--- config.mk ---
export PLATFORM = sky130hd
export DESIGN_NAME = fir_tap_window
export DESIGN_NICKNAME = d
export VERILOG_FILES = /design/src/rtl/fir_pkg.sv /design/src/rtl/fir_shift_reg.sv /design/src/rtl/fir_tap_window.sv
export SDC_FILE = /design/constraint.sdc
export NUM_CORES = 1
export LEC_CHECK = 0
export ABC_AREA = 1
export BUFFER_PORTS_ARGS = -buffer_cell sky130_fd_sc_hd__buf_2
export CAP_MARGIN = 15
export CORE_ASPECT_RATIO = 0.75
export CORE_MARGIN = 1
export CORE_UTILIZATION = 48
export CTS_CLUSTER_DIAMETER = 40
export DETAILED_ROUTE_END_ITERATION = 6
export PLACE_DENSITY = 0.73
export SLEW_MARGIN = 20
export SYNTH_ARGS = -nofsm -noshare
export SYNTH_HDL_FRONTEND = slang
export SYNTH_SLANG_ARGS = --single-unit
--- constraint.sdc ---
create_clock -name clk -period 1.5 [get_ports clk]
set_input_delay 0.15 -clock clk [delete_from_list [all_inputs] [get_ports clk]]
set_output_delay 0.15 -clock clk [all_outputs]
set_load 0.02 [all_outputs]
--- src/rtl/fir_pkg.sv ---
// Shared definitions for the fir datapath: default widths, coefficient scaling
// and the tap-window state encoding.
package fir_pkg;

    localparam int unsigned FIR_DATA_W = 32;
    localparam int unsigned FIR_NTAPS  = 6;
    localparam int unsigned COEF_FRAC  = 12;

    typedef enum logic [1:0] {
        FILL  = 2'd0,
        RUN   = 2'd1,
        FLUSH = 2'd2
    } win_state_t;

endpackage

--- src/rtl/fir_shift_reg.sv ---
// NTAPS-deep sample delay line; slot 0 (low bits) holds the newest sample.
module fir_shift_reg
    import fir_pkg::*;
#(
    parameter int unsigned DATA_W = FIR_DATA_W,
    parameter int unsigned NTAPS  = FIR_NTAPS
) (
    input  logic                    clk,
    input  logic                    rst_n,
    input  logic                    clr,
    input  logic                    shift_en,
    input  logic [DATA_W-1:0]       shift_in,
    output logic [NTAPS*DATA_W-1:0] taps
);

    logic [NTAPS*DATA_W-1:0] chain_q;

    // Clear wins over shift so a same-cycle sample is discarded by a partial flush.
    always_ff @(posedge clk or negedge rst_n) begin
        if (!rst_n) begin
            chain_q <= '0;
        end else if (clr) begin
            chain_q <= '0;
        end else if (shift_en) begin
            chain_q <= {chain_q[(NTAPS-1)*DATA_W-1:0], shift_in};
        end
    end

    assign taps = chain_q;

endmodule

--- src/rtl/fir_tap_window.sv ---
// Sliding window feeder for the fir datapath: collects samples, presents the last
// NTAPS as parallel taps over valid/ready, and drains the tail with zeros on flush.
module fir_tap_window
    import fir_pkg::*;
#(
    parameter int unsigned DATA_W     = FIR_DATA_W,
    parameter int unsigned NTAPS      = FIR_NTAPS,
    parameter bit          PRIME_ZERO = 1'b0
) (
    input  logic                    clk,
    input  logic                    rst_n,
    input  logic                    s_valid,
    output logic                    s_ready,
    input  logic [DATA_W-1:0]       s_data,
    input  logic                    flush,
    output logic                    m_valid,
    input  logic                    m_ready,
    output logic [NTAPS*DATA_W-1:0] taps,
    output logic                    flush_done
);

    localparam int unsigned         CNT_W     = $clog2(NTAPS + 1);
    localparam logic [CNT_W-1:0]    CNT_LAST  = CNT_W'(NTAPS - 1);
    localparam logic [CNT_W-1:0]    CNT_MAX   = CNT_W'(NTAPS);
    localparam win_state_t          RST_STATE = PRIME_ZERO ? RUN : FILL;

    win_state_t       state_q, state_d;
    logic [CNT_W-1:0] fill_cnt_q, fill_cnt_d;
    logic [CNT_W-1:0] flush_cnt_q, flush_cnt_d;
    logic             m_valid_d;
    logic             flush_done_d;
    logic             accept;
    logic             shift_en;
    logic             shift_zero;
    logic             clr;
    logic [DATA_W-1:0] shift_in;

    function automatic logic [CNT_W-1:0] sat_inc(input logic [CNT_W-1:0] v);
        return (v == CNT_MAX) ? v : v + 1'b1;
    endfunction

    assign s_ready  = rst_n && (state_q != FLUSH) && (!m_valid || m_ready);
    assign accept   = s_valid && s_ready;
    assign shift_in = shift_zero ? '0 : s_data;

    always_comb begin
        state_d      = state_q;
        fill_cnt_d   = fill_cnt_q;
        flush_cnt_d  = flush_cnt_q;
        m_valid_d    = m_valid && !m_ready;
        flush_done_d = 1'b0;
        shift_en     = 1'b0;
        shift_zero   = 1'b0;
        clr          = 1'b0;

        case (state_q)
            FILL: begin
                if (accept) begin
                    shift_en   = 1'b1;
                    fill_cnt_d = sat_inc(fill_cnt_q);
                    if (fill_cnt_q == CNT_LAST) begin
                        m_valid_d = 1'b1;
                        state_d   = RUN;
                    end
                end
                // A sample that completes the window turns this into a full-window flush.
                if (flush) begin
                    if (accept && (fill_cnt_q == CNT_LAST)) begin
                        state_d     = FLUSH;
                        flush_cnt_d = '0;
                    end else begin
                        clr          = 1'b1;
                        fill_cnt_d   = '0;
                        flush_done_d = 1'b1;
                        state_d      = RST_STATE;
                    end
                end
            end

            RUN: begin
                if (accept) begin
                    shift_en  = 1'b1;
                    m_valid_d = 1'b1;
                end
                if (flush) begin
                    state_d     = FLUSH;
                    flush_cnt_d = '0;
                end
            end

            FLUSH: begin
                if (flush_cnt_q != CNT_LAST) begin
                    if (!m_valid || m_ready) begin
                        shift_en    = 1'b1;
                        shift_zero  = 1'b1;
                        m_valid_d   = 1'b1;
                        flush_cnt_d = sat_inc(flush_cnt_q);
                    end
                end else if (m_valid && m_ready) begin
                    clr          = 1'b1;
                    fill_cnt_d   = '0;
                    flush_cnt_d  = '0;
                    m_valid_d    = 1'b0;
                    flush_done_d = 1'b1;
                    state_d      = RST_STATE;
                end
            end

            default: begin
                state_d = RST_STATE;
            end
        endcase
    end

    always_ff @(posedge clk or negedge rst_n) begin
        if (!rst_n) begin
            state_q     <= RST_STATE;
            fill_cnt_q  <= '0;
            flush_cnt_q <= '0;
            m_valid     <= 1'b0;
            flush_done  <= 1'b0;
        end else begin
            state_q     <= state_d;
            fill_cnt_q  <= fill_cnt_d;
            flush_cnt_q <= flush_cnt_d;
            m_valid     <= m_valid_d;
            flush_done  <= flush_done_d;
        end
    end

    fir_shift_reg #(
        .DATA_W (DATA_W),
        .NTAPS  (NTAPS)
    ) u_window (
        .clk      (clk),
        .rst_n    (rst_n),
        .clr      (clr),
        .shift_en (shift_en),
        .shift_in (shift_in),
        .taps     (taps)
    );

endmodule
==> impl_metrics.env, run 1 <==
export IMPL_status="complete, but fails checks"
export IMPL_violations="hold timing, setup timing"
export IMPL_max_cap_viol_count=0
export IMPL_setup_worst_path_end="u_window.taps[70]"
export IMPL_dp_hpwl_um=18200
export IMPL_synth_top_family_by_area="simple AND/OR/NAND/NOR gates"
export IMPL_grt_use_total_pct=29.8
export IMPL_antenna_left=0
export IMPL_diodes=0
export IMPL_nFillCells=1368
export IMPL_slew_violations=0
export IMPL_post_route_drc_count=0
export IMPL_path_clk_slew_ns=0.06
export IMPL_tns_ns=-28.56
export IMPL_placed_cells=1501
export IMPL_rr_startpoint="state_q[1]"
export IMPL_grt_max_degree=107
export IMPL_r2r_end="u_window.taps[70]"
export IMPL_overflow=0
export IMPL_hold_ws_ns=-0.343
export IMPL_mostFrequentLayoutCells="325 x nand4_1, 273 x nand2_1, 230 x buf_2"
export IMPL_drt_total_wl_um=30900
export IMPL_wl_per_cell_um=19.2
export IMPL_portBuffers=231
export IMPL_grt_pass1_wl_um=46600
export IMPL_dr_pass1_iters=5
export IMPL_via_count=9439
export IMPL_crit_cells=9
export IMPL_syn_inst=1044
export IMPL_critical_path_max_stage_delay_ns=0.44
export IMPL_cts_tree="done"
export IMPL_critPathCaptureType="flop"
export IMPL_crit_top_cell="buf_12"
export IMPL_min_path_type="in -> async"
export IMPL_clk_latency_ns=0.53
export IMPL_hold_viol_final=202
export IMPL_slew_headroom_pct=61.1
export IMPL_setup_slack_ns=-0.207
export IMPL_crit_buf_inv=3
export IMPL_postCtsHoldBufs=33
export IMPL_nets=1385
export IMPL_root_buffer="clkbuf_16"
export IMPL_synth_avg_cell_area_um2=8.80
export IMPL_ff2ff_setup_slack_ns=-0.21
export IMPL_synth_xor_area_share_pct=0.191
export IMPL_ioPinCount=232
export IMPL_peakVddDrop_mv=0.831
export IMPL_fin_cells=1612
export IMPL_path_class="reg -> reg"
export IMPL_power_leakage_uw=0.00742
export IMPL_ctsHtreeMaxLevel=1
export IMPL_regArea_um2=5060
export IMPL_tightest_slew_ns=0.583
export IMPL_die_h_um=122
export IMPL_drive_gt1_share_pct=34.3
export IMPL_synth_simple_area_share_pct=36.3
export IMPL_multi_input_area_um2=3800
export IMPL_cp_top_family="simple AND/OR/NAND/NOR gates"
export IMPL_synth_distinct_cells=22
export IMPL_cp_max_fo=18
export IMPL_syn_cell_area_um2=9190
export IMPL_synthAdderAreaFrac_pct=0.408
export IMPL_crit_path_start="state_q[1]"
export IMPL_chipWidth_um=162
export IMPL_cts_buffer_depth=3
export IMPL_synthMuxAreaShare_pct=0
export IMPL_areaGrowthSynthToFinish_pct=46.4
export IMPL_fmax_ghz=0.586
export IMPL_rows=43
export IMPL_die_area_um2=19700
export IMPL_skew_ns=0.0190
export IMPL_r2r_cells=9
export IMPL_synth_compound_area_share_pct=0.613
export IMPL_fin_crit_sh_pct=114
export IMPL_ys_seq_elements=202
export IMPL_crit_slowest_cell="dfrtp_2"
export IMPL_cp_cell_sequence="nand2_4, nand4_1, nor2_4, nor2_4, buf_12, buf_12, buf_12, nand4_1, nand2_1"
export IMPL_synth_fp_nets=1084
export IMPL_antenna_found_initial=0
export IMPL_synth_seq_area_share_pct=55.0
export IMPL_final_common_cell="nand4_1"
export IMPL_grt_pass1_vias=8385
export IMPL_worstPathRequired_ns=1.92
export IMPL_yosys_warnings=0
export IMPL_vias_per_cell=5.86
export IMPL_p_per_area_nw_per_um2=1610
export IMPL_cts_made_buffers=27
export IMPL_rsz0062_at_grt="true"
export IMPL_place_gp_congestion=0.936
export IMPL_drt_iter0_markers=1043
export IMPL_start_util_pct=49.4
export IMPL_setup_violations=199
export IMPL_core_um2=18600
export IMPL_min_period_ns=1.71
export IMPL_critPathLaunchType="flop"
export IMPL_arrival_ns=2.13
export IMPL_cts_sinks=202
## repair_timing
action	in CTS	in global routing
setup endpoints to repair	200	201
pin swaps	6	12
resized for setup	44	66
buffers inserted	7	13
hold endpoints to repair	236	202
gates cloned	7	5
## power by group
group / internal, µW / switching (µW) / leakage, µW
registers: 5850 / 427 / 0.00281
clock network: 4390 / 2630 / 0.000465
logic: 3620 / 4800 / 0.00415
## cell type report
cell class,count,share of cell area [%]
Timing Repair Buffer,384,23.1
Clock inverter,21,2.30
Sequential cell,202,37.6
Clock buffer,28,5.05
Inverter,50,1.41
Multi-Input combinational cell,680,28.2
Tap cell,247,2.30
## through the flow
stage                     area, µm²  worst slack, ns  hold slack [ns]  util [%]  total power, µW
after floorplan                9380          -0.0527           -0.146         -             9990
after global placement        11300           -0.144            0.253      60.7            12600
after detailed placement      11300           -0.185            0.262      60.7            12700
after CTS                     13000           -0.180           -0.293      70.0            20700
after global routing          13500           -0.295           -0.289      72.3            22600
final                         13500           -0.207           -0.343      72.3            21700
## per-layer routing
| metal | vias up | track usage (%) | share of wire, % |
|---|---|---|---|
| li1 | 4338 | - | - |
| met1 | 4577 | 44.7 | 44 |
| met4 | 0 | 7.96 | 2.2 |
| met3 | 55 | 5.04 | 8.2 |
| met2 | 469 | 44.5 | 46 |
| met5 | - | 0 | 0 |
## state kept, by name (all words and copies together) (netlist names)
signal,count
m_valid,1
flush_done,1
state_q,2
flush_cnt_q,3
u_window.taps,192
fill_cnt_q,3
## Yosys cell counts
| cell | instances | area (µm²) |
|---|---|---|
| buf_1 | 25 | 93.8 |
| ha_1 | 3 | 37.5 |
| nand2_1 | 281 | 1050 |
| buf_4 | 9 | 67.6 |
| clkbuf_1 | 50 | 188 |
| nor2_1 | 42 | 158 |
| nand3_2 | 1 | 10.0 |
| dfrtp_1 | 202 | 5050 |
| nor2_2 | 3 | 18.8 |
| o22ai_1 | 1 | 6.26 |
| xnor2_1 | 1 | 8.76 |
| nand2_2 | 2 | 12.5 |
| buf_2 | 28 | 140 |
| inv_2 | 3 | 11.3 |
| xor2_1 | 1 | 8.76 |
| inv_1 | 47 | 176 |
| a211oi_1 | 1 | 7.51 |
| nand4_1 | 325 | 2030 |
| o21ai_0 | 7 | 35.0 |
| o211ai_1 | 1 | 7.51 |
| nand3_1 | 10 | 50.1 |
| buf_6 | 1 | 11.3 |
## worst min path at each step
| stage | end | start | cells past startpoint |
|---|---|---|---|
| finish | state_q[1] | rst_n | 2 |
| CTS | u_window.taps[89] | rst_n | 2 |
| global route | m_valid | rst_n | 2 |
| floorplan | fill_cnt_q[0] | rst_n | 0 |
| global placement | state_q[0] | rst_n | 2 |
| detailed placement | m_valid | rst_n | 2 |
## kinds of logic after synthesis
group	count (synthesis)
buffers and inverters	163
xor gates and xnor gates	2
AOI/OAI and AO/OA	10
DFF	202
adders and majority gates	3
and+or+nand+nor	664
(Power assumes the default switching activity.)
==> inputs of run 2 (changes only) <==
--- a/config.mk
+++ b/config.mk
@@ -5,16 +5,16 @@
 export SDC_FILE = /design/constraint.sdc
 export NUM_CORES = 1
 export LEC_CHECK = 0
-export ABC_AREA = 1
 export BUFFER_PORTS_ARGS = -buffer_cell sky130_fd_sc_hd__buf_2
 export CAP_MARGIN = 15
 export CORE_ASPECT_RATIO = 0.75
 export CORE_MARGIN = 1
-export CORE_UTILIZATION = 48
+export CORE_UTILIZATION = 49
 export CTS_CLUSTER_DIAMETER = 40
 export DETAILED_ROUTE_END_ITERATION = 6
-export PLACE_DENSITY = 0.73
+export PLACE_DENSITY = 0.74
 export SLEW_MARGIN = 20
 export SYNTH_ARGS = -nofsm -noshare
 export SYNTH_HDL_FRONTEND = slang
 export SYNTH_SLANG_ARGS = --single-unit
+export TNS_END_PERCENT = 5
==> run 2 against run 1 <==
  * The flow still finishes with violations (hold timing, setup timing)
  * Maximum frequency rose by 2.5%
  * Flip-flop and latch count did not move
  * Via count fell by 7.7%
  * Worst hold slack improved by 0.0080 ns
  * Clock power fell by 11%
  * Sequential power fell by 3%
  * Non-clock buffer count fell by 15
  * Combinational power fell by 32%
  * Critical path type unchanged
  * Critical endpoint is now u_window.taps[86]
  * Largest power group is now the clock network
==> impl_metrics.env, run 2 <==
export IMPL_rsz0062_at_grt="true"
export IMPL_rows=44
export IMPL_wl_per_cell_um=19.5
export IMPL_final_area_um2=13500
export IMPL_r2r_end="u_window.taps[86]"
export IMPL_synth_edf_count=0
export IMPL_skew_ns=0.0165
export IMPL_hold_viol_final=63
export IMPL_grt_pass1_wl_um=46500
export IMPL_ioPinCount=232
export IMPL_post_route_drc_count=0
export IMPL_arrival_ns=2.04
export IMPL_cts_tree="done"
export IMPL_antenna_found_initial=0
export IMPL_path_class="reg -> reg"
export IMPL_ctsHtreeMaxLevel=1
export IMPL_rr_startpoint="flush_cnt_q[1]"
export IMPL_yosys_top_cells_area="dfrtp_1 52%, nand3_2 13%, o21ai_0 8.3%, a21oi_1 7.0%, a21oi_2 5.4%"
export IMPL_yosys_area_top_type="dfrtp_1"
export IMPL_grt_pass1_vias=8469
export IMPL_synth_fp_nets=980
export IMPL_peakVddDrop_mv=0.901
export IMPL_portBuffers=231
export IMPL_start_util_pct=50.4
export IMPL_grt_max_degree=69
export IMPL_yosys_warnings=0
export IMPL_synthArstFlopShare_pct=100
export IMPL_fmax_ghz=0.600
export IMPL_fin_crit_sh_pct=111
export IMPL_final_core_util_pct=69.3
export IMPL_setup_violations=201
export IMPL_setup_slack_ns=-0.165
export IMPL_slew_violations=0
export IMPL_min_path_type="in -> async"
export IMPL_violations="hold timing, setup timing"
export IMPL_synth_ff_type="dfrtp_1"
export IMPL_place_area_um2=11800
export IMPL_status="complete, but fails checks"
export IMPL_power_uw=18100
export IMPL_die_area_um2=20600
export IMPL_die_h_um=124
export IMPL_diodes=0
export IMPL_worstPathRequired_ns=1.87
export IMPL_cts_made_buffers=25
export IMPL_antenna_left=0
export IMPL_areaGrowthSynthToFinish_pct=37.6
export IMPL_critPathCaptureType="flop"
export IMPL_cp_max_fo=22
export IMPL_drt_iter0_markers=998
export IMPL_grt_use_total_pct=28.5
export IMPL_regArea_um2=5060
export IMPL_drt_total_wl_um=29200
export IMPL_synth_distinct_cells=40
export IMPL_postCtsHoldBufs=33
export IMPL_dp_slack_ns=-0.209
export IMPL_hold_ws_ns=-0.335
export IMPL_vias_per_cell=5.80
export IMPL_power_leakage_uw=0.00594
export IMPL_overflow=0
export IMPL_synth_seq_area_share_pct=51.6
export IMPL_min_period_ns=1.67
export IMPL_multi_input_area_um2=4370
export IMPL_place_gp_congestion=0.858
export IMPL_r2r_cells=6
export IMPL_nFillCells=1459
export IMPL_mostFrequentLayoutCells="228 x buf_2, 200 x dfrtp_1, 133 x nand3_2"
export IMPL_synth_common_cells="202 x dfrtp_1, 162 x o21ai_0, 137 x a21oi_1"
export IMPL_slew_headroom_pct=73.1
export IMPL_clk_latency_ns=0.51
export IMPL_core_um2=19400
export IMPL_post_synth_top_count_cell="dfrtp_1"
export IMPL_ys_seq_elements=202
export IMPL_drive_gt1_share_pct=51.2
export IMPL_p_per_area_nw_per_um2=1340
export IMPL_critPathLaunchType="flop"
export IMPL_root_buffer="clkbuf_16"
export IMPL_tightest_slew_ns=0.404
export IMPL_yosysTopAreaCellShare_pct=51.6
export IMPL_synth_avg_cell_area_um2=10.4
export IMPL_path_clk_slew_ns=0.06
export IMPL_max_cap_viol_count=0
export IMPL_largest_reg_flops=192
export IMPL_syn_cell_area_um2=9790
export IMPL_syn_inst=940
export IMPL_via_count=8712
export IMPL_cts_buffer_depth=3
export IMPL_dr_pass1_iters=7
export IMPL_nets=1274
export IMPL_final_common_cell="buf_2"
export IMPL_dp_hpwl_um=18900
export IMPL_cts_sinks=202
export IMPL_ff2ff_setup_slack_ns=-0.17
export IMPL_chipWidth_um=165
## run 2: stage by stage
step	hold slack, ns	TNS [ns]	cells
2_1_floorplan	-0.146	-46.84	940
3_3_place_gp	0.222	-30.63	1418
3_5_place_dp	0.212	-30.92	1418
4_1_cts	-0.324	-18.78	1502
5_1_grt	-0.320	-36.02	1502
6_report	-0.335	-23.02	1502
## run 2: final cells by class
class                           instances  area share, %
Sequential cell                       202           37.5
Tap cell                              253           2.35
Clock buffer                           32           5.14
Inverter                                5          0.139
Timing Repair Buffer                  369           21.1
Multi-Input combinational cell        631           32.4
Clock inverter                         10           1.25
## run 2: cells by family (layout without fill, tap and decap cells)
kind of cell / after synthesis / after routing / share of synthesized area, %
and+or+nand+nor: 251 / 251 / 19.2
adders and majority gates: 3 / 3 / 0.383
AOI/OAI and AO/OA: 375 / 375 / 22.1
muxes: 1 / 1 / 0.115
DFF: 202 / 202 / 51.6
xor gates and xnor gates: 1 / 1 / 0.0895
buffers and inverters: 107 / 416 / 6.45
## run 2: critical path, stage by stage, from the launching register on
cell and delay, ns:
dfrtp_1 0.38, and3b_2 0.30, nand4_1 0.18, a21oi_4 0.23, buf_4 0.18, buf_12 0.20, a21oi_2 0.06
## run 2: how the worst max path moves through the flow
stage | endpoint | from | slack, ns | depth (start not counted)
floorplan | u_window.taps[163] | m_valid | -0.26 | 8
global placement | u_window.taps[133] | state_q[1] | -0.20 | 6
detailed placement | u_window.taps[134] | state_q[1] | -0.21 | 6
CTS | u_window.taps[12] | m_valid | -0.14 | 6
global route | u_window.taps[127] | state_q[1] | -0.24 | 7
finish | u_window.taps[86] | flush_cnt_q[1] | -0.17 | 6
## run 2: routing by layer
| layer | share of wire [%] | up-vias | track usage (%) | routed length (µm) |
|---|---|---|---|---|
| li1 | - | 3934 | - | - |
| met1 | 43 | 4414 | 40.8 | 12400 |
| met2 | 48 | 307 | 44.5 | 14000 |
| met3 | 7.1 | 57 | 4.86 | 2070 |
| met4 | 2.5 | 0 | 7.56 | 726 |
| met5 | 0 | - | 0 | 0 |
## run 2: timing repair
action                                  in CTS  in global routing
endpoints found under the setup margin     203                204
endpoints found under the hold margin       96                 63
setup buffers                                6                  0
pin swaps                                   32                  8
gates cloned                                 3                  0
resized for setup                           67                 82
## run 2: power breakdown
part           total (µW)  internal (µW)  switching [µW]
registers            6100           5780             319
logic                5720           2160            3560
clock network        6250           3940            2310
total               18100          11900            6190
